<file path="src/rtl/jtgng_romarb_pkg.sv">
// Shared types for the ROM arbiter: FSM state encoding, slot count and slot index.
package jtgng_romarb_pkg;

  localparam int SLOTS = 4;

  typedef logic [1:0] slot_idx_t;

  typedef enum logic [1:0] {
    IDLE = 2'd0,
    REQ  = 2'd1,
    WAIT = 2'd2,
    DONE = 2'd3
  } state_t;

  function automatic slot_idx_t onehot_to_idx(input logic [SLOTS-1:0] oh);
    slot_idx_t idx;
    idx = 2'd0;
    for (int i = 0; i < SLOTS; i++) begin
      if (oh[i]) begin
        idx = slot_idx_t'(i);
      end else begin
        idx = idx;
      end
    end
    return idx;
  endfunction

endpackage

</file>
<file path="src/rtl/jtgng_rom_arb_if.sv">
// Requester-side and SDRAM-side bus of the ROM arbiter; master is the arbiter itself.
interface jtgng_rom_arb_if #(
  parameter int AW    = 22,
  parameter int DW    = 32,
  parameter int SLOTS = 4
);
  logic [SLOTS-1:0]         slot_cs;
  logic [SLOTS-1:0][AW-1:0] slot_addr;
  logic [SLOTS-1:0]         slot_ok;
  logic [SLOTS-1:0][DW-1:0] slot_dout;
  logic                     sdram_req;
  logic [AW-1:0]            sdram_addr;
  logic                     sdram_ack;
  logic                     data_rdy;
  logic [DW-1:0]            data_read;
  logic                     refresh_en;

  modport master (
    input  slot_cs, slot_addr, sdram_ack, data_rdy, data_read,
    output slot_ok, slot_dout, sdram_req, sdram_addr, refresh_en
  );

  modport slave (
    output slot_cs, slot_addr, sdram_ack, data_rdy, data_read,
    input  slot_ok, slot_dout, sdram_req, sdram_addr, refresh_en
  );
endinterface

</file>
<file path="src/rtl/jtgng_rr_pick.sv">
// Combinational round-robin picker: first requester after the last granted slot wins.
module jtgng_rr_pick
  import jtgng_romarb_pkg::*;
(
  input  logic [SLOTS-1:0] req_i,
  input  slot_idx_t        last_i,
  output logic [SLOTS-1:0] gnt_o
);

  slot_idx_t idx_s;
  logic      found_s;

  // Walk the ring starting one past last_i; the 2-bit index wraps naturally.
  always_comb begin
    gnt_o   = '0;
    found_s = 1'b0;
    idx_s   = last_i;
    for (int k = 1; k <= SLOTS; k++) begin
      idx_s = last_i + slot_idx_t'(k);
      if (!found_s && req_i[idx_s]) begin
        gnt_o[idx_s] = 1'b1;
        found_s      = 1'b1;
      end else begin
        found_s = found_s;
      end
    end
  end

endmodule

</file>
<file path="src/rtl/jtgng_rom_arb.sv">
// Four-slot SDRAM ROM read arbiter with per-slot result buffers.
// Define JTGNG_ROMARB_CACHE_EN to keep buffers valid as a cache across requests.
module jtgng_rom_arb
  import jtgng_romarb_pkg::*;
#(
  parameter int AW    = 22,
  parameter int DW    = 32,
  parameter int SLOTS = 4
) (
  input  logic              clk,
  input  logic              rst,
  input  logic              downloading,
  input  logic              loop_rst,
  jtgng_rom_arb_if.master   bus
);

  state_t                   state_q, state_d;
  slot_idx_t                last_q, last_d;
  slot_idx_t                gnt_idx_q, gnt_idx_d;
  logic [AW-1:0]            addr_q, addr_d;
  logic                     req_q, req_d;
  logic                     run_q, run_d;
  logic                     dl_q, dl_d;
  logic [SLOTS-1:0]         valid_q, valid_d;
  logic [SLOTS-1:0][AW-1:0] tag_q, tag_d;
  logic [SLOTS-1:0][DW-1:0] buf_q, buf_d;

  logic [SLOTS-1:0]         ok_s;
  logic [SLOTS-1:0]         pend_s;
  logic [SLOTS-1:0]         gnt_s;

  // A slot hits when its buffer holds the address it is asking for right now.
  always_comb begin
    for (int i = 0; i < SLOTS; i++) begin
      ok_s[i] = bus.slot_cs[i] & valid_q[i] & (tag_q[i] == bus.slot_addr[i]);
    end
  end

  assign pend_s = bus.slot_cs & ~ok_s;

  jtgng_rr_pick u_pick (
    .req_i  (pend_s),
    .last_i (last_q),
    .gnt_o  (gnt_s)
  );

  assign bus.slot_ok    = ok_s;
  assign bus.slot_dout  = buf_q;
  assign bus.sdram_req  = req_q;
  assign bus.sdram_addr = addr_q;
  assign bus.refresh_en = run_q & (state_q == IDLE) & ~(|pend_s) & ~downloading;

  // Next-state and datapath updates for the grant / request / fill sequence.
  always_comb begin
    state_d   = state_q;
    last_d    = last_q;
    gnt_idx_d = gnt_idx_q;
    addr_d    = addr_q;
    req_d     = 1'b0;
    run_d     = 1'b1;
    dl_d      = downloading;
    tag_d     = tag_q;
    buf_d     = buf_q;
`ifdef JTGNG_ROMARB_CACHE_EN
    valid_d   = valid_q;
`else
    // Without the cache a result lives only while the requester keeps asking for it.
    valid_d   = ok_s;
`endif
    if (loop_rst) begin
      state_d = IDLE;
      valid_d = '0;
    end else begin
      case (state_q)
        IDLE: begin
          if ((|pend_s) && !downloading) begin
            gnt_idx_d = onehot_to_idx(gnt_s);
            last_d    = gnt_idx_d;
            addr_d    = bus.slot_addr[gnt_idx_d];
            req_d     = 1'b1;
            state_d   = REQ;
          end else begin
            state_d = IDLE;
          end
        end
        REQ: begin
          if (bus.sdram_ack) begin
            state_d = WAIT;
          end else begin
            req_d = 1'b1;
          end
        end
        WAIT: begin
          if (bus.data_rdy) begin
            buf_d[gnt_idx_q]   = bus.data_read;
            tag_d[gnt_idx_q]   = addr_q;
            valid_d[gnt_idx_q] = 1'b1;
            state_d            = DONE;
          end else begin
            state_d = WAIT;
          end
        end
        DONE:    state_d = IDLE;
        default: state_d = IDLE;
      endcase
    end
    // Contents are stale once a new ROM image has been loaded.
    if (dl_q && !downloading) begin
      valid_d = '0;
    end else begin
      valid_d = valid_d;
    end
  end

  // State and datapath registers.
  always_ff @(posedge clk or posedge rst) begin
    if (rst) begin
      state_q   <= IDLE;
      last_q    <= 2'd3;
      gnt_idx_q <= 2'd0;
      addr_q    <= '0;
      req_q     <= 1'b0;
      run_q     <= 1'b0;
      dl_q      <= 1'b0;
      valid_q   <= '0;
      tag_q     <= '0;
      buf_q     <= '0;
    end else begin
      state_q   <= state_d;
      last_q    <= last_d;
      gnt_idx_q <= gnt_idx_d;
      addr_q    <= addr_d;
      req_q     <= req_d;
      run_q     <= run_d;
      dl_q      <= dl_d;
      valid_q   <= valid_d;
      tag_q     <= tag_d;
      buf_q     <= buf_d;
    end
  end

endmodule

</file>
<file path="src/flat_wrapper.sv">
// flat-port wrapper written by rule: the top's interface ports become plain ports
module jtgng_rom_arb_flat import jtgng_romarb_pkg::*;
#(
  parameter int AW    = 22,
  parameter int DW    = 32,
  parameter int SLOTS = 4
)
  (clk, rst, downloading, loop_rst, bus_slot_cs, bus_slot_addr, bus_sdram_ack, bus_data_rdy, bus_data_read, bus_slot_ok, bus_slot_dout, bus_sdram_req, bus_sdram_addr, bus_refresh_en);
  jtgng_rom_arb_if #(.AW(AW), .DW(DW), .SLOTS(SLOTS)) bus_i ();
  input  logic clk;
  input  logic rst;
  input  logic downloading;
  input  logic loop_rst;
  input wire logic [$bits(bus_i.slot_cs)-1:0] bus_slot_cs;
  input wire logic [$bits(bus_i.slot_addr)-1:0] bus_slot_addr;
  input wire logic [$bits(bus_i.sdram_ack)-1:0] bus_sdram_ack;
  input wire logic [$bits(bus_i.data_rdy)-1:0] bus_data_rdy;
  input wire logic [$bits(bus_i.data_read)-1:0] bus_data_read;
  output wire logic [$bits(bus_i.slot_ok)-1:0] bus_slot_ok;
  output wire logic [$bits(bus_i.slot_dout)-1:0] bus_slot_dout;
  output wire logic [$bits(bus_i.sdram_req)-1:0] bus_sdram_req;
  output wire logic [$bits(bus_i.sdram_addr)-1:0] bus_sdram_addr;
  output wire logic [$bits(bus_i.refresh_en)-1:0] bus_refresh_en;
  assign bus_i.slot_cs = bus_slot_cs;
  assign bus_i.slot_addr = bus_slot_addr;
  assign bus_i.sdram_ack = bus_sdram_ack;
  assign bus_i.data_rdy = bus_data_rdy;
  assign bus_i.data_read = bus_data_read;
  assign bus_slot_ok = bus_i.slot_ok;
  assign bus_slot_dout = bus_i.slot_dout;
  assign bus_sdram_req = bus_i.sdram_req;
  assign bus_sdram_addr = bus_i.sdram_addr;
  assign bus_refresh_en = bus_i.refresh_en;
  jtgng_rom_arb #(.AW(AW), .DW(DW), .SLOTS(SLOTS)) u_core (.clk(clk), .rst(rst), .downloading(downloading), .loop_rst(loop_rst), .bus(bus_i));
endmodule
</file>
<file path="config.mk">
export PLATFORM = sky130hd
export DESIGN_NAME = jtgng_rom_arb_flat
export DESIGN_NICKNAME = d
export VERILOG_FILES = /design/src/rtl/jtgng_romarb_pkg.sv /design/src/rtl/jtgng_rom_arb_if.sv /design/src/rtl/jtgng_rr_pick.sv /design/src/rtl/jtgng_rom_arb.sv /design/src/flat_wrapper.sv
export SDC_FILE = /design/constraint.sdc
export NUM_CORES = 1
export LEC_CHECK = 0
export BUFFER_PORTS_ARGS = -buffer_cell sky130_fd_sc_hd__buf_4
export CAP_MARGIN = 20
export CORE_ASPECT_RATIO = 0.8
export CORE_MARGIN = 2
export CORE_UTILIZATION = 49
export CTS_CLUSTER_DIAMETER = 40
export DETAILED_ROUTE_END_ITERATION = 6
export PLACE_DENSITY = 0.77
export SETUP_SLACK_MARGIN = 0.5
export SLEW_MARGIN = 20
export SYNTH_ARGS = -nofsm -noshare
export SYNTH_HDL_FRONTEND = slang
export SYNTH_SLANG_ARGS = --single-unit
</file>
<file path="constraint.sdc">
create_clock -name clk -period 8.6 [get_ports clk]
set_input_delay 1.72 -clock clk [delete_from_list [all_inputs] [get_ports clk]]
set_output_delay 1.72 -clock clk [all_outputs]
set_load 0.01 [all_outputs]
</file>
=== Word level (Yosys, flattened, before mapping) ===
Cells that the tools add are included.

* Register bits after elaboration: 251
* Bits of input ports: 130
* Output and inout bits: 156
* Logic and storage cells: 128

* $add $sub $neg: 3
* Magnitude comparators: 11
* Equal/unequal tests: 8
* Muxes and demuxes: 52
* Bitwise logic cells: 20
* Reduce and logical (&&, ||, !) cells: 18

{| class="wikitable"
|+ Operator list
! kind !! count
|-
| bitwise mux 128 bit || 1
|-
| bitwise mux 88 bit || 1
|-
| == test 22 bit || 4
|-
| demux 32 bit (select 2 bit) || 1
|-
| binary-select mux 22 bit (select 2 bit) || 1
|-
| demux 22 bit (select 2 bit) || 1
|-
| two-way mux 22 bit || 2
|-
| two-way mux 32 bit || 1
|-
| two-way mux 4 bit || 8
|-
| < comparator 2 x 3 -> 1 bit (second input constant) || 6
|-
| two-way mux 1 bit || 18
|-
| bitwise OR 4 bit || 4
|-
| two-way mux 2 bit || 7
|-
| bitwise AND 1 bit || 11
|-
| demux 1 bit (select 2 bit) || 5
|-
| >= comparator 2 x 1 -> 1 bit (second input constant) || 5
|-
| logical AND 1 bit || 10
|-
| binary-select mux 1 bit (select 2 bit) || 4
|-
| case mux 2 bit (4 select lines) || 1
|-
| AND reduction 3 bit || 2
|-
| adder 2 bit (second input constant) || 2
|-
| bitwise AND 4 bit || 1
|-
| == test 2 bit (second input constant) || 2
|-
| logical NOT 1 bit || 4
|-
| other kinds (8) || 10
|}

=== Logic depth before layout (Yosys ltp) ===
* Depth after elaboration: 24
* Depth in mapped cells: 13
* Mapped depth without buffers: 10

=== Cells and area by module ===
A second synthesis with hierarchy kept.

* Cell total of the unflattened synthesis: 853
* Area, all modules: 11,494.8 um^2

{| class="wikitable"
|+ Modules (own cells, without submodules)
! module !! times used !! cells an instance !! area an instance (um^2) !! sequential area each (um^2)
|-
| jtgng_rom_arb || 1 || 815 || 11,136.9 || 6,283.5
|-
| jtgng_rr_pick || 1 || 38 || 357.8 || 0.0
|}

=== Worst setup path before layout ===
Ideal clock, no wire load.

* Kind: input to output
* Start point: input bus_slot_addr[77]
* End point: output bus_refresh_en
* Arrival: 3.621 ns
* Required time: 6.880 ns
* Slack: 3.259 ns
* Stages: 7
* Buffers on the path: 0
* Path through: xor2_1 > or4_1 > or4_4 > o21ai_4 > and2_1 > nand2_1 > nor3_1

* Word-level cells in the longest chain between the ends: 8

{| class="wikitable"
|+ Ends and longest elaborated chain
! item !! line !! source
|-
| start, declared || flat_wrapper.sv:15 || <nowiki>input wire logic [$bits(bus_i.slot_addr)-1:0] bus_slot_addr;</nowiki>
|-
| == test 22 bit || jtgng_rom_arb.sv:35 || <nowiki>ok_s[i] = bus.slot_cs[i] & valid_q[i] & (tag_q[i] == bus.slot_addr[i]);</nowiki>
|-
| bitwise AND 1 bit || jtgng_rom_arb.sv:35 ||
|-
| inverter 4 bit || jtgng_rom_arb.sv:39 || <nowiki>assign pend_s = bus.slot_cs & ~ok_s;</nowiki>
|-
| bitwise AND 4 bit || jtgng_rom_arb.sv:39 ||
|-
| OR reduction 4 bit || jtgng_rom_arb.sv:51 || <nowiki>assign bus.refresh_en = run_q & (state_q == IDLE) & ~(|pend_s) & ~downloading;</nowiki>
|-
| inverter 1 bit || jtgng_rom_arb.sv:51 ||
|-
| bitwise AND 1 bit (2 in series) || jtgng_rom_arb.sv:51 ||
|-
| end, declared || flat_wrapper.sv:23 || <nowiki>output wire logic [$bits(bus_i.refresh_en)-1:0] bus_refresh_en;</nowiki>
|}

No other way between the ends.

=== Worst setup path after layout ===
* Start point: input bus_slot_addr[20]
* End point: output bus_refresh_en

The elaborated chain is that of the path after synthesis.

==> results.sh <==
export IMPL_outcome="complete, but fails checks"
export IMPL_violations="DRC"
export IMPL_grt_pass1_wl_um=55600
export IMPL_cts_resized=0
export IMPL_core_area_mm2=0.0235
export IMPL_port_buffers=285
export IMPL_synth_cells=894
export IMPL_rr_startpoint="u_core.tag_q[12]"
export IMPL_min_from="u_core.bus.slot_dout[61]"
export IMPL_cts_made_buffers=36
export IMPL_cts_hold_buf=0
export IMPL_syn_to_final_growth_pct=31.6
export IMPL_post_cts_buffers=0
export IMPL_final_cell_mix="buf_4 (299), dfrtp_1 (249), mux2_2 (218), xor2_1 (58), clkbuf_16 (37)"
export IMPL_period_needed_ps=5980
export IMPL_cpMaxStageDelayCell="nor4_1"
export IMPL_postRouteAntennaNets=0
export IMPL_drtIter0Drc=723
export IMPL_synth_seq_cells=251
export IMPL_max_stage_delay_ps=710
export IMPL_drc=4
export IMPL_slew_violations=0
export IMPL_clk_path_buf_depth=3
export IMPL_initial_utilization_pct=50.0
export IMPL_arrival_ps=4260
export IMPL_setup_viol=0
export IMPL_path_delay_family="simple AND/OR/NAND/NOR gates"
export IMPL_dp_cells=1454
export IMPL_pin_count=286
export IMPL_clkSlewWorstSetupHoldPaths_ps=50
export IMPL_total_power_mw=5.57
export IMPL_cts_htree_levels=2
export IMPL_rsz0062_at_grt="false"
export IMPL_fp_dieH_um=142
export IMPL_yosys_area_top_type="dfrtp_1"
export IMPL_grt_max_degree=155
export IMPL_clock_fmax_mhz=167
export IMPL_synth_async_reset_ratio_pct=100
export IMPL_crit_required_ps=6880
export IMPL_final_layout_size_suffix_gt1_share_pct=49.5
export IMPL_dpl_cell_area_mm2=0.0142
export IMPL_routed_wl_um=36200
export IMPL_final_common_cell="buf_4"
export IMPL_worst_pin_slew_ps=1090
export IMPL_timing_hold_ws_ps=505
export IMPL_gp_congestion=0.969
export IMPL_synth_nets=1033
export IMPL_vias_per_cell=5.92
export IMPL_slew_headroom_pct=27.0
export IMPL_hold_viol=0
export IMPL_power_density_mw_per_mm2=361
export IMPL_end_kind="output pin"
export IMPL_pre_cts_slack_ps=2630
export IMPL_clkLatencyLatePin_ps=510
export IMPL_antenna_found_initial=1
export IMPL_synth_avg_cell_area_um2=13.1
export IMPL_holdPathEnd="u_core.bus.slot_dout[61]"
export IMPL_cp_cell_sequence="buf_4 > xor2_1 > nor4_1 > nand4_1 > o21ai_0 > and2_1 > nand2_1 > nor3_1 > buf_4"
export IMPL_synth_top_area_share_pct=53.1
export IMPL_power_leakage_nw=7.69
export IMPL_hp_class="flip-flop to flip-flop"
export IMPL_rows=50
export IMPL_grt_use_total_pct=29.0
export IMPL_cp_max_fo=7
export IMPL_dieArea_mm2=0.0252
export IMPL_first_pass_iters=7
export IMPL_maxCapViolCount=0
export IMPL_ys_top_cells_by_area="dfrtp_1 (53%), mux2_2 (21%), xor2_1 (4.3%)"
export IMPL_critPathBufInv=2
export IMPL_ir_drop_v=0.000219
export IMPL_instances_no_fill=1521
export IMPL_ys_types=52
export IMPL_ys_warn_count=0
export IMPL_design_area_mm2=0.0155
export IMPL_place_hpwl_um=25600
export IMPL_r2r_cells=11
export IMPL_grt_pass1_vias=9392
export IMPL_synthFlopType="dfrtp_1"
export IMPL_final_util_pct=65.9
export IMPL_cts_tree="done"
export IMPL_die_width_um=177
export IMPL_wl_per_cell_um=23.8
export IMPL_routed_via_count=9010
export IMPL_root_buffer="clkbuf_16"
export IMPL_worst_setup_path_start_kind="input pin"
export IMPL_cpMostUsedCell="buf_4"
export IMPL_finalClockSkew_ps=15.0
export IMPL_fin_ws_ps=2620
export IMPL_ys_seq_area_share_pct=53.5
export IMPL_hold_depth=1
export IMPL_cts_sinks=251
export IMPL_fin_setup_tns_ps=0
export IMPL_final_nets=1319
export IMPL_synth_edf_count=0
export IMPL_reg2reg_slack_ps=3930
export IMPL_netlist_area_mm2=0.0117
export IMPL_grt_overflow_total=0
export IMPL_fillers=1782
export IMPL_r2r_end="u_core.bus.sdram_addr[14]"
export IMPL_critical_path_class="input pin to output pin"
export IMPL_fin_crit_sh_pct=69.5
-- flip-flops by register name, summed over array words and instances (netlist names) --
name / count
u_core.bus.sdram_addr: 22
u_core.bus.sdram_req: 1
u_core.bus.slot_dout: 128
u_core.dl_q: 1
u_core.gnt_idx_q: 2
u_core.last_q: 2
u_core.run_q: 1
u_core.state_q: 2
u_core.tag_q: 88
u_core.valid_q: 4
-- logic make-up after synthesis --
family	share of synthesized area, %
simple gates	6.97
flops	53.5
other cells	0.0319
mux	21.0
compound gates	8.50
fa+ha+maj	0.959
xor+xnor	6.56
buf+inv	2.46
-- worst max-delay path by stage --
stage	start	end	slack, ps	cells after the start
floorplan	bus_slot_addr[77]	bus_refresh_en	3260	7
global placement	bus_slot_addr[53]	bus_refresh_en	2780	9
detailed placement	bus_slot_addr[12]	u_core.bus.sdram_addr[16]	2630	12
CTS	bus_slot_addr[20]	bus_refresh_en	2680	9
global route	bus_slot_addr[12]	bus_refresh_en	2390	9
finish	bus_slot_addr[20]	bus_refresh_en	2620	9
-- synthesized netlist by cell type (all sizes together) (3+ instances only) --
cell,number
or4,5
nor3b,3
o21a,3
buf,13
nor4b,3
a21oi,9
nand3,7
o32a,22
o31ai,22
nand4,33
nor2,14
nand2,15
mux2,218
a211oi,23
xnor2,30
and3,23
a22o,3
o21ai,5
ha,9
nor4,13
nor3,10
o211ai,4
dfrtp,249
clkbuf,39
a21o,22
inv,9
xor2,58
-- layer usage --
metal | vias to the layer above | wire length [um] | global-route usage (%)
met5 | - | 0 | 0
met4 | 0 | 1030 | 9.48
met3 | 85 | 3690 | 8.92
met2 | 468 | 16800 | 46.2
met1 | 4553 | 14600 | 38.0
li1 | 3904 | - | -
-- final cells by class --
cell class,instances,area (um2),area share (%)
repair buffers,300,2260,14.7
well taps,312,390,2.53
inverters,9,37.5,0.243
multi-input cells,582,5210,33.7
clock buffers,44,992,6.42
clock inverters,22,277,1.79
diodes,1,2.50,0.0162
flip-flops and latches,251,6280,40.7
-- where the power goes --
part	switching [mW]	total (mW)	internal, mW
registers	0.359	1.99	1.63
logic	1.04	2.05	1.01
clock network	0.554	1.54	0.981
Power figures use the tool's default switching activity.
